$ cat src/rtl/mem_arb_pkg.sv
// Shared types and helpers for the two-port SPI memory arbiter.
package mem_arb_pkg;

  typedef enum logic [1:0] {
    IDLE    = 2'd0,
    BUSY    = 2'd1,
    RELEASE = 2'd2
  } arb_state_e;

  localparam logic PORT_CPU = 1'b0;
  localparam logic PORT_DBG = 1'b1;

  // The controller only handles byte, half-word and word transfers.
  function automatic logic size_legal(input logic [2:0] nbytes);
    case (nbytes)
      3'd1, 3'd2, 3'd4: size_legal = 1'b1;
      default:          size_legal = 1'b0;
    endcase
  endfunction

endpackage

$ cat src/rtl/rr_pick2.sv
// Two-way round-robin choice: on a tie the port not granted last wins.
module rr_pick2
  import mem_arb_pkg::*;
(
  input  logic req0,
  input  logic req1,
  input  logic last_grant,
  output logic valid,
  output logic pick
);

  // Winner selection from the two level requests
  always_comb begin
    valid = req0 | req1;
    if (req0 && req1) begin
      pick = ~last_grant;
    end else if (req1) begin
      pick = PORT_DBG;
    end else begin
      pick = PORT_CPU;
    end
  end

endmodule

$ cat src/rtl/mem_arbiter.sv
// Two-port arbiter/sequencer in front of the external SPI memory controller,
// with a level-held start/done handshake and a transfer watchdog.
module mem_arbiter
  import mem_arb_pkg::*;
#(
  parameter int ADDR_W         = 25,
  parameter int TIMEOUT_CYCLES = 4095
) (
  input  logic              clk,
  input  logic              rst,
  input  logic              p0_req,
  input  logic [ADDR_W-1:0] p0_addr,
  input  logic [2:0]        p0_nbytes,
  input  logic              p0_write,
  input  logic [31:0]       p0_wdata,
  input  logic              p1_req,
  input  logic [ADDR_W-1:0] p1_addr,
  input  logic [2:0]        p1_nbytes,
  input  logic              p1_write,
  input  logic [31:0]       p1_wdata,
  output logic              p0_done,
  output logic              p1_done,
  output logic              p0_err,
  output logic              p1_err,
  output logic [31:0]       rdata,
  output logic              mem_start,
  output logic [ADDR_W-1:0] mem_addr,
  output logic [2:0]        mem_nbytes,
  output logic              mem_write,
  output logic [31:0]       mem_wdata,
  input  logic [31:0]       mem_rdata,
  input  logic              mem_done,
  output logic              busy,
  output logic              grant
);

  localparam int              CNT_W   = $clog2(TIMEOUT_CYCLES + 2);
  localparam logic [CNT_W-1:0] TO_VAL  = CNT_W'(TIMEOUT_CYCLES);
  localparam logic [CNT_W-1:0] CNT_ONE = CNT_W'(1);
  localparam logic             WD_EN   = (TIMEOUT_CYCLES != 0);

  arb_state_e        state_r, next_state_s;
  logic              pick_valid_s, pick_s;
  logic [ADDR_W-1:0] sel_addr_s;
  logic [2:0]        sel_nbytes_s;
  logic              sel_write_s, sel_legal_s;
  logic [31:0]       sel_wdata_s;
  logic              launch_s, reject_s, complete_s, abort_s;
  logic              finish_s, err_s, owner_s;
  logic [CNT_W-1:0]  cnt_r, cnt_inc_s;

  logic              mem_start_r, mem_write_r, busy_r, grant_r;
  logic [ADDR_W-1:0] mem_addr_r;
  logic [2:0]        mem_nbytes_r;
  logic [31:0]       mem_wdata_r, rdata_r;
  logic              p0_done_r, p1_done_r, p0_err_r, p1_err_r;

  rr_pick2 u_pick (
    .req0       (p0_req),
    .req1       (p1_req),
    .last_grant (grant_r),
    .valid      (pick_valid_s),
    .pick       (pick_s)
  );

  assign cnt_inc_s = cnt_r + CNT_ONE;

  // Request fields of the winning port
  always_comb begin
    if (pick_s == PORT_DBG) begin
      sel_addr_s   = p1_addr;
      sel_nbytes_s = p1_nbytes;
      sel_write_s  = p1_write;
      sel_wdata_s  = p1_wdata;
    end else begin
      sel_addr_s   = p0_addr;
      sel_nbytes_s = p0_nbytes;
      sel_write_s  = p0_write;
      sel_wdata_s  = p0_wdata;
    end
    sel_legal_s = size_legal(sel_nbytes_s);
  end

  // State register
  always_ff @(posedge clk) begin
    if (rst) begin
      state_r <= IDLE;
    end else begin
      state_r <= next_state_s;
    end
  end

  // Next-state decode
  always_comb begin
    next_state_s = state_r;
    case (state_r)
      IDLE:    next_state_s = launch_s ? BUSY : IDLE;
      BUSY:    next_state_s = (complete_s || abort_s) ? RELEASE : BUSY;
      RELEASE: next_state_s = mem_done ? RELEASE : IDLE;
      default: next_state_s = IDLE;
    endcase
  end

  // Control strobes; a done sampled together with the watchdog limit counts as success
  always_comb begin
    launch_s   = 1'b0;
    reject_s   = 1'b0;
    complete_s = 1'b0;
    abort_s    = 1'b0;
    case (state_r)
      IDLE: begin
        if (pick_valid_s && sel_legal_s) begin
          launch_s = 1'b1;
        end else if (pick_valid_s) begin
          reject_s = 1'b1;
        end else begin
          launch_s = 1'b0;
        end
      end
      BUSY: begin
        if (mem_done) begin
          complete_s = 1'b1;
        end else if (WD_EN && (cnt_inc_s == TO_VAL)) begin
          abort_s = 1'b1;
        end else begin
          abort_s = 1'b0;
        end
      end
      RELEASE: complete_s = 1'b0;
      default: launch_s = 1'b0;
    endcase
    finish_s = complete_s | abort_s | reject_s;
    err_s    = abort_s | reject_s;
    owner_s  = reject_s ? pick_s : grant_r;
  end

  // Datapath, handshake outputs and watchdog counter
  always_ff @(posedge clk) begin
    if (rst) begin
      mem_start_r  <= 1'b0;
      mem_addr_r   <= {ADDR_W{1'b0}};
      mem_nbytes_r <= 3'd0;
      mem_write_r  <= 1'b0;
      mem_wdata_r  <= 32'd0;
      rdata_r      <= 32'd0;
      p0_done_r    <= 1'b0;
      p1_done_r    <= 1'b0;
      p0_err_r     <= 1'b0;
      p1_err_r     <= 1'b0;
      busy_r       <= 1'b0;
      grant_r      <= PORT_DBG;
      cnt_r        <= {CNT_W{1'b0}};
    end else begin
      p0_done_r <= finish_s && (owner_s == PORT_CPU);
      p1_done_r <= finish_s && (owner_s == PORT_DBG);
      p0_err_r  <= err_s && (owner_s == PORT_CPU);
      p1_err_r  <= err_s && (owner_s == PORT_DBG);
      busy_r    <= (next_state_s != IDLE);
      if (launch_s) begin
        mem_start_r  <= 1'b1;
        mem_addr_r   <= sel_addr_s;
        mem_nbytes_r <= sel_nbytes_s;
        mem_write_r  <= sel_write_s;
        mem_wdata_r  <= sel_wdata_s;
        grant_r      <= pick_s;
      end else if (reject_s) begin
        grant_r <= pick_s;
      end else if (complete_s || abort_s) begin
        mem_start_r <= 1'b0;
      end else begin
        mem_start_r <= mem_start_r;
      end
      if (complete_s && !mem_write_r) begin
        rdata_r <= mem_rdata;
      end else begin
        rdata_r <= rdata_r;
      end
      if (state_r == BUSY) begin
        cnt_r <= cnt_inc_s;
      end else begin
        cnt_r <= {CNT_W{1'b0}};
      end
    end
  end

  assign mem_start  = mem_start_r;
  assign mem_addr   = mem_addr_r;
  assign mem_nbytes = mem_nbytes_r;
  assign mem_write  = mem_write_r;
  assign mem_wdata  = mem_wdata_r;
  assign rdata      = rdata_r;
  assign p0_done    = p0_done_r;
  assign p1_done    = p1_done_r;
  assign p0_err     = p0_err_r;
  assign p1_err     = p1_err_r;
  assign busy       = busy_r;
  assign grant      = grant_r;

endmodule
$ cat config.mk
export PLATFORM = sky130hd
export DESIGN_NAME = mem_arbiter
export DESIGN_NICKNAME = d
export VERILOG_FILES = /design/src/rtl/mem_arb_pkg.sv /design/src/rtl/rr_pick2.sv /design/src/rtl/mem_arbiter.sv
export SDC_FILE = /design/constraint.sdc
export NUM_CORES = 1
export LEC_CHECK = 0
export ABC_AREA = 1
export CORE_MARGIN = 3
export CORE_UTILIZATION = 40
export CTS_CLUSTER_DIAMETER = 40
export CTS_CLUSTER_SIZE = 25
export DETAILED_ROUTE_END_ITERATION = 8
export GPL_ROUTABILITY_DRIVEN = 0
export PLACE_DENSITY = 0.89
export SLEW_MARGIN = 20
export SYNTH_ARGS = -nofsm -noshare
export SYNTH_HDL_FRONTEND = slang
export SYNTH_HIERARCHICAL = 1
export SYNTH_SLANG_ARGS = --single-unit
export TNS_END_PERCENT = 50
$ cat constraint.sdc
create_clock -name clk -period 2.8 [get_ports clk]
set_clock_uncertainty 0.15 [all_clocks]
set_input_delay 0.28 -clock clk [delete_from_list [all_inputs] [get_ports clk]]
set_output_delay 0.28 -clock clk [all_outputs]
set_load 0.01 [all_outputs]
# == Word level (Yosys, flattened, before mapping) ==
# Index checks and enable logic that the tools add are counted.
# W data, S select, Z words.
# word_totals
reg_bits,115
in_bits,159
out_inout_bits,100
word_cells,70
# classes
addsub,1
eq_ne,7
mux,26
bitwise_logic,7
n_reduce_logical,15
# ops
op,n
$mux W32,1
$mux W25,1
$mux W1,20
$add A13 B1 Y13 const B,1
$eq A13 B12 Y1 const B,1
$logic_and A1 B1 Y1,7
$pmux W2 S3,1
$mux W2,2
$or A1 B1 Y1,4
$reduce_bool A2 Y1,2
$eq A3 B1 Y1 const B,1
$eq A3 B2 Y1 const B,1
$eq A3 B3 Y1 const B,1
$mux W3,1
$not A1 Y1,3
$reduce_or A3 Y1,1
$eq A2 B1 Y1 const B,1
$eq A2 B2 Y1 const B,1
$logic_not A2 Y1,1
$ne A2 B2 Y1 const B,1
$reduce_and A2 Y1,1
$reduce_or A2 Y1,1
$logic_not A1 Y1,1
$logic_or A1 B1 Y1,1

# == Logic depth before layout (Yosys ltp) ==
# Gate-level depths: netlist of the first run.
# logic_depth
depth_word,12
depth_mapped,14

# == Hierarchy ==
# The synthesis of the first run kept the hierarchy.
# modules_own_cells
module,instances,cells_each,area_each_um2
mem_arbiter,1,771,5109.9
rr_pick2,1,3,15.0

# == Worst setup path after synthesis of the first run ==
# No wires, ideal clock.
# synth_path
kind,reg2reg
from,reg grant_r (netlist: grant)
to,reg mem_wdata_r[19] (netlist: mem_wdata[19])
setup_ps,118
t_arrival_ps,1761
path_slack_ps,771
stages_incl_launch_ff,12
period_less_slack_ps,2029
path_cell_list,dfxtp_1 a21oi_1 buf_4 nand2_1 o21ai_2 inv_2 o21ai_2 nand3_2 buf_6 buf_6 o21ai_1 a21oi_2
# synth_via
elab_chain_len,9
elab_cells_between_ends,12
# synth_rtl
item,line,rtl
from (decl),mem_arbiter.sv:52,"logic mem_start_r, mem_write_r, busy_r, grant_r;"
from (signal assigned),mem_arbiter.sv:165,grant_r <= pick_s;
from (signal assigned),mem_arbiter.sv:167,grant_r <= pick_s;
$not A1 Y1 *,rr_pick2.sv:16,pick = ~last_grant;
$mux W1 *,rr_pick2.sv:15,if (req0 && req1) begin
net pick_s,mem_arbiter.sv:43,"logic pick_valid_s, pick_s;"
$mux W3,mem_arbiter.sv:70,if (pick_s == PORT_DBG) begin
$eq A3 B1 Y1 (tied with other cells),mem_arb_pkg.sv:15,case (nbytes)
$reduce_or A3 Y1,mem_arb_pkg.sv:15,
$mux W1,mem_arb_pkg.sv:15,
$logic_and A1 B1 Y1,mem_arbiter.sv:112,if (pick_valid_s && sel_legal_s) begin
$mux W1,mem_arbiter.sv:112,
$mux W1,mem_arbiter.sv:110,case (state_r)
to (signal assigned),mem_arbiter.sv:164,mem_wdata_r <= sel_wdata_s;
to (decl),mem_arbiter.sv:55,"logic [31:0] mem_wdata_r, rdata_r;"
# The timed path passes the listed nets; every way through them passes the cells marked *.
# A chain may end at the register's enable or synchronous reset.

# == Worst setup path after layout of the first run ==
# layout_path
from,reg grant_r (netlist: grant)
to,reg mem_addr_r[19] (netlist: mem_addr[19])
# layout_via
elab_chain_len,9
elab_cells_between_ends,12
# layout_rtl
item,line,rtl
$not A1 Y1 *,rr_pick2.sv:16,
$mux W1 *,rr_pick2.sv:15,
net pick_s,mem_arbiter.sv:43,
$mux W3,mem_arbiter.sv:70,
$eq A3 B1 Y1 (tied with other cells),mem_arb_pkg.sv:15,
$reduce_or A3 Y1,mem_arb_pkg.sv:15,
$mux W1,mem_arb_pkg.sv:15,
$logic_and A1 B1 Y1,mem_arbiter.sv:112,
$mux W1,mem_arbiter.sv:112,
$mux W1,mem_arbiter.sv:110,
to (signal assigned),mem_arbiter.sv:141,mem_addr_r <= {ADDR_W{1'b0}};
to (signal assigned),mem_arbiter.sv:161,mem_addr_r <= sel_addr_s;
to (decl),mem_arbiter.sv:53,logic [ADDR_W-1:0] mem_addr_r;
# Marked as above.

==> results.md, run 1 <==
Yosys:
- The main flop type after synthesis is sky130_fd_sc_hd__dfxtp_1.
- The most area-hungry cell type in the Yosys netlist is sky130_fd_sc_hd__dfxtp_1.
- Each instance of the synthesized netlist takes up on average about 6.6 um^2.
- The register bit total from synthesis is 115.
- The fraction of the yosys area taken by sequential cells is 44.9%.
- The top-area cell type share of the netlist area is 44.9%.
- The count of yosys warnings during synthesis is 6.
- The fraction of registers with async set/reset is 0%.
- The number of enable-type register cells in the synthesized netlist is 0.
- The combined area of all synthesized cells is roughly 5100 um^2.
- In the synthesized netlist, the cells that appear most often are sky130_fd_sc_hd__nand2_1 (234), sky130_fd_sc_hd__dfxtp_1 (115), sky130_fd_sc_hd__nor2_1 (98), sky130_fd_sc_hd__inv_1 (86), sky130_fd_sc_hd__o21ai_0 (72).
- By instance count, the leading cell after synthesis is sky130_fd_sc_hd__nand2_1.
- The synthesized net count is 935.
- The synthesized instance count is around 770.
- By area the synthesized netlist is led by sky130_fd_sc_hd__dfxtp_1 (45%), sky130_fd_sc_hd__nand2_1 (17%), sky130_fd_sc_hd__nor2_1 (7.2%).
- The post-synthesis cell type count is 27.

Setup path:
- Walking the worst path, the cells encountered are a21oi_4 -> nand2_1 -> o21ai_2 -> inv_2 -> o21ai_2 -> nand3_4 -> buf_4 -> o21ai_0 -> a21oi_1.
- The slowest stage of the critical path belongs to the cell sky130_fd_sc_hd__dfxtp_1.
- The critical path is of the reg -> reg type.
- STA classifies the critical path endpoint as a flop.
- Data arrives at the worst endpoint at approximately 2.4 ns.
- On the worst path, the slowest cell contributes a delay of 0.38 ns.
- The required time reported for the critical path endpoint is 2.94 ns.
- The top fanout value on the critical path is 21.
- In this design, the critical path's most frequently occurring cell is sky130_fd_sc_hd__o21ai_2.
- Across all register-to-register paths, the minimum setup slack is 0.55 ns.
- The type of element launching the critical path is a flop.

Floorplanning:
- In this run the core area contains 40 standard-cell rows.
- The floorplan step defined a die boundary enclosing 14200 um^2.
- The floorplan die height is 119 um.
- The initial utilization of the core area, before any placement, comes to 41.8%.
- The core footprint is about 12000 um^2.
- The width of the die is around 120 um.
- The number of placed I/O pins is 259.

Timing:
- The max-slew violation count came to 0.
- At the pin with the least slew margin, the transition time is 1.05 ns.
- Headroom to the max-slew limit came out at 30.0%.
- Setup repair after global routing left no endpoint under its margin.
- For the finished layout, the period the worst path requires is roughly 2.2 ns.
- The final critical path takes up around four fifths of the cycle.
- The final-report setup violation count is 0.
- The smallest setup slack after layout is 0.550 ns.
- Setup total negative slack on the finished layout was measured at 0 ns.
- Static timing analysis puts the maximum clock frequency at 444 MHz.
- The final-report hold violation count was 0.

Detailed routing:
- The detailed-routing iteration count for the pre-antenna-repair pass is 4.
- Dividing the detail-routed wire length by the instance count gives between 10 and 15 um.
- The first routing iteration left 326 violations.
- The final routed DRC violation total is 0.
- Using the TritonRoute via totals, the vias-per-cell ratio works out to 4.70.
- The overall routed net length is approximately 17000 um.
- The count of antenna-violating nets left after detailed routing is 0.
- For this block, the via count after detailed routing is approximately 5600.

GRT:
- The number of global-route vias before repair is ~5500.
- The largest net degree at the start of global routing is 60.
- Global routing used 22.8% of the available tracks.
- The first-pass GRT wire length is 26000 um.
- For this run the aggregate overflow at the end of global routing stands at 0.
- The initial antenna violation count is 0.

Placement:
- Counting tap cells, the placed design contains a total of 1167 instances.
- Detailed placement ended at an HPWL of 12000 um.
- The quantity of I/O buffers inserted on ports is between 200 and 300.
- The worst setup slack before clock tree synthesis is 0.222 ns.

CTS:
- The tree is rooted in a sky130_fd_sc_hd__clkbuf_16.
- The number of sinks driven by the clock tree is 115.
- Clock-pin slew was measured on the worst setup and hold paths at 0.05 ns.
- TritonCTS built the clock tree.
- The post-CTS setup buffer count is 0.
- The TritonCTS buffer count is 17.
- Buffers inserted to repair hold after CTS numbered 0.
- The longest clock path from root to sink contains 2 buffers.
- The latest clock arrival within the worst-skew pair is 0.41 ns.
- The number of instances resized during post-cts repair is 0.
- The depth of the CTS H-tree is 4.

Cells and area:
- Relative to the synthesized area, the layout overhead comes to 63.5%.
- The final standard cell utilization of the core is 68.4%.
- The repair_antennas step left the layout with diodes totalling 0.
- Summing all multi-input logic gate instances after layout gives 2310 um^2.
- The number of nets at the end of the flow is 1179.
- The layout has 991 filler cells.
- Of the cells placed in the final design, the portion with a size suffix greater than 1 is 4.95%.
- Summing all flip-flop and latch instances after layout gives 2300 um^2.
- The finished layout holds 1198 standard cells, fillers aside.

Pwr:
- The ratio of total power to cell area is ~700 nW/um^2.
- The design draws 5.79 mW.
- The worst-case IR drop observed on VDD is approximately 440 uV.
- Summed over all cells, the static leakage comes to 3.59 nW.

Min path:
- The path class of the tightest hold or removal check is reg -> reg.

Job:
- The number of max-capacitance violations reported is 0.

Run status:
- The flow ran to the end, and the final reports show no timing, DRC or antenna violations.
cell type report:
| class | count | share of cell area, % |
|---|---|---|
| Inverter | 89 | 3.99 |
| Tap cell | 168 | 2.51 |
| Clock buffer | 27 | 6.36 |
| Timing Repair Buffer | 268 | 31.9 |
| Sequential cell | 115 | 27.5 |
| Multi-Input combinational cell | 527 | 27.6 |
| Clock inverter | 4 | 0.239 |
flip-flops by register name, indices dropped and copies added (netlist names):
name,count
grant,1
p0_done,1
state_r,2
cnt_r,13
busy,1
p1_err,1
p0_err,1
mem_start,1
mem_wdata,32
mem_nbytes,3
rdata,32
mem_addr,25
mem_write,1
p1_done,1
critical path, delay by kind of cell (launching register included):
kind / cells / cell delay, ns
compound gates: 5 / 0.96
buf+inv: 2 / 0.32
flops: 1 / 0.38
simple gates: 2 / 0.31
layout by cell type, fill, tap and decap left out, types with 7 or more instances in the layout:
| cell | instances |
|---|---|
| sky130_fd_sc_hd__a21oi_1 | 62 |
| sky130_fd_sc_hd__buf_4 | 9 |
| sky130_fd_sc_hd__clkbuf_16 | 17 |
| sky130_fd_sc_hd__clkbuf_8 | 7 |
| sky130_fd_sc_hd__clkdlybuf4s50_1 | 258 |
| sky130_fd_sc_hd__dfxtp_1 | 115 |
| sky130_fd_sc_hd__inv_1 | 85 |
| sky130_fd_sc_hd__nand2_1 | 234 |
| sky130_fd_sc_hd__nand3_1 | 13 |
| sky130_fd_sc_hd__nand4_1 | 7 |
| sky130_fd_sc_hd__nor2_1 | 97 |
| sky130_fd_sc_hd__o21ai_0 | 72 |
| sky130_fd_sc_hd__o21ai_1 | 23 |
logic make-up after synthesis:
group                    count (synthesis)  synth area share (%)
adder cells (fa/ha/maj)                  2                 0.488
AND/OR/NAND/NOR                        357                  27.2
flip-flops                             115                  44.9
XOR/XNOR                                 2                 0.342
buffers and inverters                  132                  10.4
AO/OA/AOI/OAI                          166                  16.7
final timing paths:
kind	startpoint	cells past startpoint	end
worst max-delay path	grant	9	mem_addr[19]
worst min-delay path	mem_wdata[31]	2	mem_wdata[31]
worst max register to register	grant	9	mem_addr[19]
worst min register to register	mem_wdata[31]	2	mem_wdata[31]
layer usage:
metal | vias to the layer above | share of wire [%] | wire [um] | track usage (%)
li1 | 2896 | - | - | -
met1 | 2511 | 39 | 6410 | 23.8
met2 | 202 | 50 | 8260 | 40.4
met3 | 22 | 9.1 | 1500 | 8.45
met4 | 0 | 2.1 | 352 | 10.5
met5 | - | 0 | 0 | 0
metrics by stage:
stage          hold slack [ns]  instance area (um^2)
4_1_cts                  0.292                  8380
3_3_place_gp             0.281                  7830
3_5_place_dp             0.285                  7830
5_1_grt                  0.299                  8380
6_report                 0.291                  8380
2_1_floorplan            0.202                  5120
report_power, final:
group / total [mW] / switching, mW / internal (mW)
clock network: 1.99 / 0.704 / 1.28
logic: 1.74 / 0.859 / 0.882
registers: 2.06 / 0.144 / 1.92
No activity file was read; power rests on OpenSTA's default activity.
==> inputs of run 2 (changes only) <==
clock period = 2.2 ns   (was 2.8 ns; I/O delays follow)
==> results.md, run 2 (synthesis gave the netlist of run 1 again) <==
Run status:
- The run finished with clean final reports.

CTS:
- The H-tree generated during clock tree synthesis spans 4 levels.
- The TritonCTS clock tree is done.
- Clock-pin slew was measured on the worst setup and hold paths at 0.05 ns.
- The cell sitting at the root of the clock tree is a sky130_fd_sc_hd__clkbuf_16.
- The clock passes through at most 2 buffers.
- At the later pin of the worst-skew pair, clock insertion delay measures approximately 0.40 ns.
- In this run, CTS created clock tree buffers numbering 17.
- The number of hold buffers added after CTS is 0.
- The number of sinks driven by the clock tree is 115.

Setup path:
- The setup path with the least slack is of type in -> reg.
- The path depth of the worst reg2reg path is 9.
- The type of element launching the critical path is an input port.
- The worst register-to-register path begins at grant.
- The setup slack of the worst register-to-register path is 0.11 ns.
- The required time reported for the critical path endpoint is roughly 2.3 ns.
- The worst flop-to-flop path endpoint is mem_wdata[2].
- The top fanout value on the critical path is 16.
- The worst setup path is captured at a flop.
- The endpoint arrival time on the critical path is 2.23 ns.

Job:
- Max-cap violations in this run came to 0.

Floorplanning:
- From left edge to right edge, the die measures around 120 um.
- The standard-cell row count is 40.
- The area of the die is around 14000 um^2.
- The number of placed I/O pins is 259.
- In this run the standard cell core region covers between 10000 and 15000 um^2.
- The starting utilization of the core area is 41.8%.
- Measured along the y axis, the die boundary spans 119 um.

Detailed routing:
- The detailed router's first-iteration violation count is about 330.
- The routed via count divided by cell count is between 4 and 5.
- The detail route stage leaves a number of antenna-violating nets equal to 0.
- In the routed design, unresolved DRC markers number 0.
- The overall routed net length is 16900 um.
- The number of vias in the routed layout is 5676.
- After detailed routing, the average wire length per cell comes to between 10 and 15 um.
- The detailed-routing iteration count for the pre-antenna-repair pass is 4.

Timing:
- Setup violations remaining at the end of the flow were counted as 0.
- The final-report hold violation count came to 0.
- The max-slew violation count is 0.
- The final period utilization is a little over nine tenths.
- Setup repair after global routing could not meet its margin everywhere.
- Subtracting the final worst setup slack from the clock period gives 2.09 ns.
- The actual slew at the worst max-slew pin is 0.660 ns.
- The max-slew headroom at the worst pin is 56.0%.
- Derived from the worst setup path, the maximum achievable clock frequency is 478 MHz.

Placement:
- Once placement finished, the instance area stood at about 8000 um^2.
- The placed wire-length estimate after detailed placement is roughly 12000 um.
- The total placed cells including tap cells is 1179.
- During placement, the flow inserted port buffers numbering 258.

Cells and area:
- The post-route cell area is 8540 um^2.
- The combined area of the multi-input logic cells is approximately 2300 um^2.
- The library cell used most frequently in the layout, excluding fill and tap cells, is sky130_fd_sc_hd__clkdlybuf4s50_1.
- The repair_antennas step left the layout with diodes totalling 0.
- The area growth from synthesis to layout is 66.6%.
- The post-route netlist has 6.23% of its cells at a drive strength greater than 1.
- The finished layout holds 1212 standard cells, fillers aside.
- In the final design database the tool counted 1193 nets.
- Counting the fill cells in the layout gives around 980.
- The sequential cells in the finished layout cover a total of 2300 um^2.
- Cells fill a little over two thirds of the core in the end.
- Leaving out fill and tap cells, the most frequent cells in the layout are sky130_fd_sc_hd__clkdlybuf4s50_1 (258), sky130_fd_sc_hd__nand2_1 (234), sky130_fd_sc_hd__dfxtp_1 (115).

GRT:
- The first-pass GRT wire length is ~26000 um.
- The initial antenna violation count was 0.
- The largest net degree at the start of global routing is 60.
- The leftover overflow at the end of global routing is 0.
- The number of global-route vias before repair came to between 5000 and 6000.
- The global routing usage summed across all routing layers is a little under a quarter.

Min path:
- The worst hold path begins at mem_rdata[27].
- The depth of the worst hold-timing path is 3.
- The worst hold path class is in -> reg.
- The hold path endpoint is rdata[27].

Pwr:
- Summed over all cells, the static leakage comes to 3.66 nW.
- The worst vdd rail ir drop is 691 uV.
- The ratio of total power to cell area is 876 nW/um^2.
## run 2: worst max-delay path, stage by stage
cell,delay (ns)
sky130_fd_sc_hd__clkdlybuf4s50_1,0.50
sky130_fd_sc_hd__a21oi_4,0.29
sky130_fd_sc_hd__nand2_1,0.15
sky130_fd_sc_hd__o21ai_4,0.11
sky130_fd_sc_hd__inv_2,0.06
sky130_fd_sc_hd__o21ai_2,0.19
sky130_fd_sc_hd__nand3_4,0.19
sky130_fd_sc_hd__buf_4,0.24
sky130_fd_sc_hd__o21ai_0,0.20
sky130_fd_sc_hd__a21oi_1,0.06
## run 2: repair_timing
item	4_1_cts	5_1_grt
setup buffers	0	1
pin swaps	0	2
gates resized for setup	1	4
endpoints found under the setup margin	1	35
cloned	0	1
## run 2: area by class of cell
cell class	instances	share of cell area (%)
Timing Repair Buffer	281	32.8
Multi-Input combinational cell	528	27.4
Sequential cell	115	27.0
Clock buffer	26	5.85
Inverter	89	3.91
Tap cell	168	2.46
Clock inverter	5	0.586
## run 2: how the worst max path moves through the flow
stage	start	endpoint
4_1_cts	grant	mem_addr[21]
3_5_place_dp	p1_req	mem_addr[17]
6_report	p0_req	mem_wdata[2]
3_3_place_gp	p1_req	mem_addr[1]
2_1_floorplan	grant	mem_wdata[19]
5_1_grt	grant	mem_addr[23]
## run 2: power by group
group	internal (mW)	total (mW)	switching, mW	leakage [nW]
combinational	1.20	2.33	1.13	2.44
clock	1.66	2.53	0.871	0.274
sequential	2.44	2.62	0.182	0.943
total	5.29	7.48	2.19	3.66
## run 2: through the flow
step / setup slack (ns) / hold slack [ns] / power, mW / TNS (ns)
global placement: -0.139 / 0.279 / 4.90 / -6.99
CTS: 0.0693 / 0.234 / 7.52 / 0
finish: 0.106 / 0.251 / 7.48 / 0
global route: -0.0458 / 0.257 / 7.86 / -0.176
floorplan: 0.171 / 0.142 / 3.65 / 0
detailed placement: -0.266 / 0.283 / 4.96 / -13.36
## run 2: per-layer routing
layer / track usage (%) / part of all wire (%) / vias to the layer above
met4: 9.78 / 2.7 / 0
met1: 25.4 / 40 / 2486
met5: 0 / 0 / -
li1: - / - / 2940
met2: 40.1 / 49 / 213
met3: 7.83 / 8.0 / 37
==> inputs of run 3 (changes only) <==
CORE_ASPECT_RATIO = 0.5   (was unset)
==> results.md, run 3 (synthesis gave the netlist of run 1 again) <==
Run status:
- The run finished with clean final reports.

Detailed routing:
- The number of vias in the routed layout is around 5600.
- The first detailed-routing pass ran for 4 iterations.
- The first routing iteration left 300 violations.
- The routed via count divided by cell count is 4.66.
- The overall routed net length is about 17000 um.
- After detailed routing, the number of remaining DRC violations is 0.
- In the final routed layout, each cell accounts on average for ~14 um.
- The count of antenna-violating nets left after detailed routing is 0.

Min path:
- The worst hold path class is in -> reg.
- The worst hold path startpoint is mem_rdata[4].
- The hold path endpoint is rdata[4].
- Along the worst hold path, the cell count comes to 3.

Setup path:
- The path depth of the worst reg2reg path is 12.
- The required time reported for the critical path endpoint is 2.34 ns.
- At the worst endpoint, the arrival time is between 2 and 2.5 ns.
- Along the worst path, the maximum fanout reaches 6.
- The worst flop-to-flop path endpoint is busy.
- The type of element launching the critical path is an input port.
- The critical path class is in -> reg.
- The slowest cell on the critical path is sky130_fd_sc_hd__clkdlybuf4s50_1.
- The worst register-to-register path begins at cnt_r[0].
- The delay of the slowest critical-path stage is 0.52 ns.
- The most prevalent standard cell on the critical path is sky130_fd_sc_hd__nand2_1.
- The endpoint class of the critical path is a flop.
- The setup slack of the worst register-to-register path is 0.16 ns.
- The critical path goes through clkdlybuf4s50_1 -> a21oi_4 -> inv_2 -> nand2_1 -> and2_4 -> nand3_1 -> nand3_1 -> nand2_1 -> o21ai_1 -> nand2_1 -> nand2_1 -> nand2_1.

GRT:
- The first global-routing pass estimated 26000 um of wire.
- The initial antenna violation count is 0.
- The number of global-route vias before repair is about 5400.
- The largest net degree at the start of global routing is 61.
- The leftover overflow at the end of global routing is 0.
- The global routing usage summed across all routing layers is 22.2%.

Floorplanning:
- Once the floorplan was initialized, standard cells occupied 42.2% of the core.
- During I/O placement, the number of pins put on the boundary was ~260.
- The die covers 14300 um^2.
- The core footprint is 12200 um^2.
- The die is 166 um wide.
- The floorplan die height is 86.0 um.
- The standard-cell row count is 28.

Cells and area:
- The number of diodes is 0.
- Leaving out filler cells and counting taps, the final layout contains 1202.
- The net count of the finished layout is 1185.
- The post-route netlist has 6.08% of its cells at a drive strength greater than 1.
- The leading cell type in the layout, fill and taps excluded is sky130_fd_sc_hd__clkdlybuf4s50_1.
- The library cells used most frequently in the layout, excluding fill and tap cells, are sky130_fd_sc_hd__clkdlybuf4s50_1 (258), sky130_fd_sc_hd__nand2_1 (234), sky130_fd_sc_hd__dfxtp_1 (114).
- The final standard cell utilization of the core is 70.2%.
- The layout-stage area growth over the synthesis result is 66.5%.

Pwr:
- The worst vdd rail ir drop is 492 uV.
- Dividing total power by cell area gives a power density of 901 nW/um^2.
- Summed over all cells, the static leakage comes to 3.65 nW.

Placement:
- During placement, the flow inserted port buffers numbering 258.
- The placed wire-length estimate after detailed placement is 12400 um.
- The total placed cells including tap cells is 1169.

Timing:
- Setup repair after global routing left no endpoint under its margin.
- The final-report hold violation count is 0.
- The max-slew violation count is 0.
- Timing would allow up to 487 MHz.
- Setup total negative slack on the finished layout was measured at 0 ns.
- For the pin with the worst max-slew slack, the measured transition is 0.631 ns.
- The shortest clock period the worst path allows after layout is 2.05 ns.
- The max-slew headroom at the worst pin is between 50% and 60%.
- The final-report setup violation count is 0.
- The final period utilization is 93.3%.

CTS:
- The TritonCTS buffer count is 17.
- The post-CTS setup buffer count is 0.
- The CTS root buffer is sky130_fd_sc_hd__clkbuf_16.
- The TritonCTS clock tree is done.
- The number of sinks driven by the clock tree is roughly 120.
- The latest clock arrival within the worst-skew pair is 0.40 ns.
- The clock-pin slew on the worst setup and hold paths is 0.06 ns.
- The clock passes through at most 2 buffers.
- The depth of the CTS H-tree is 4.

Job:
- Across the run, the number of max-cap violations was 0.
## run 3: changes by cell type in the layout (fill, tap and decap cells not counted), moves of 2 or more
cell,previous run,this run
sky130_fd_sc_hd__clkbuf_8,4,1
sky130_fd_sc_hd__bufinv_16,1,3
sky130_fd_sc_hd__clkinv_4,0,2
sky130_fd_sc_hd__buf_4,19,10
sky130_fd_sc_hd__clkinvlp_4,0,3
sky130_fd_sc_hd__clkbuf_1,5,1
## run 3: worst max path at each step
stage	from	end	slack, ns	depth (start not counted)
floorplan	grant	mem_wdata[19]	0.17	11
global placement	p1_req	grant	-0.12	13
detailed placement	p1_req	mem_addr[4]	-0.27	11
CTS	cnt_r[0]	busy	0.03	12
global route	cnt_r[0]	busy	0.007	12
finish	p0_req	grant	0.15	12
## run 3: final cells by class
type                            count  area, um^2
Inverter                           89         334
Clock buffer                       19         443
Timing Repair Buffer              273        2760
Multi-Input combinational cell    528        2330
Fill cell                         973        3620
Sequential cell                   115        2300
Clock inverter                     13         159
Tap cell                          165         206
## run 3: through the flow
stage               area [um^2]  hold slack (ns)  total power [mW]  setup WS (ns)
CTS                        8510            0.241              7.73         0.0251
finish                     8530            0.252              7.69          0.147
global placement           7910            0.280              4.85         -0.122
global route               8530            0.242              8.09        0.00654
detailed placement         7910            0.284              4.92         -0.273
floorplan                  5120            0.142              3.65          0.171
## run 3: worst max-delay path: cells and delay by family
kind                   cells  cell delay, ns
and+or+nand+nor            8            0.89
AOI/OAI and AO/OA          2            0.51
buffers and inverters      2            0.58
## run 3: what timing repair did
item | CTS | global route
setup endpoints to repair | 0 | 54
hold buffers | 0 | 0
gates resized for setup | 0 | 4
## run 3: layer usage
layer	up-vias	GRT usage, %	routed length [um]
met5	-	0	0
met4	0	8.53	430
met3	35	6.03	841
met2	156	41.4	8690
met1	2493	24.6	6790
li1	2921	-	-
## run 3: where the power goes
part / leakage, nW / switching (mW) / internal [mW]
clock network: 0.289 / 0.990 / 1.81
logic: 2.41 / 1.09 / 1.17
registers: 0.943 / 0.192 / 2.44
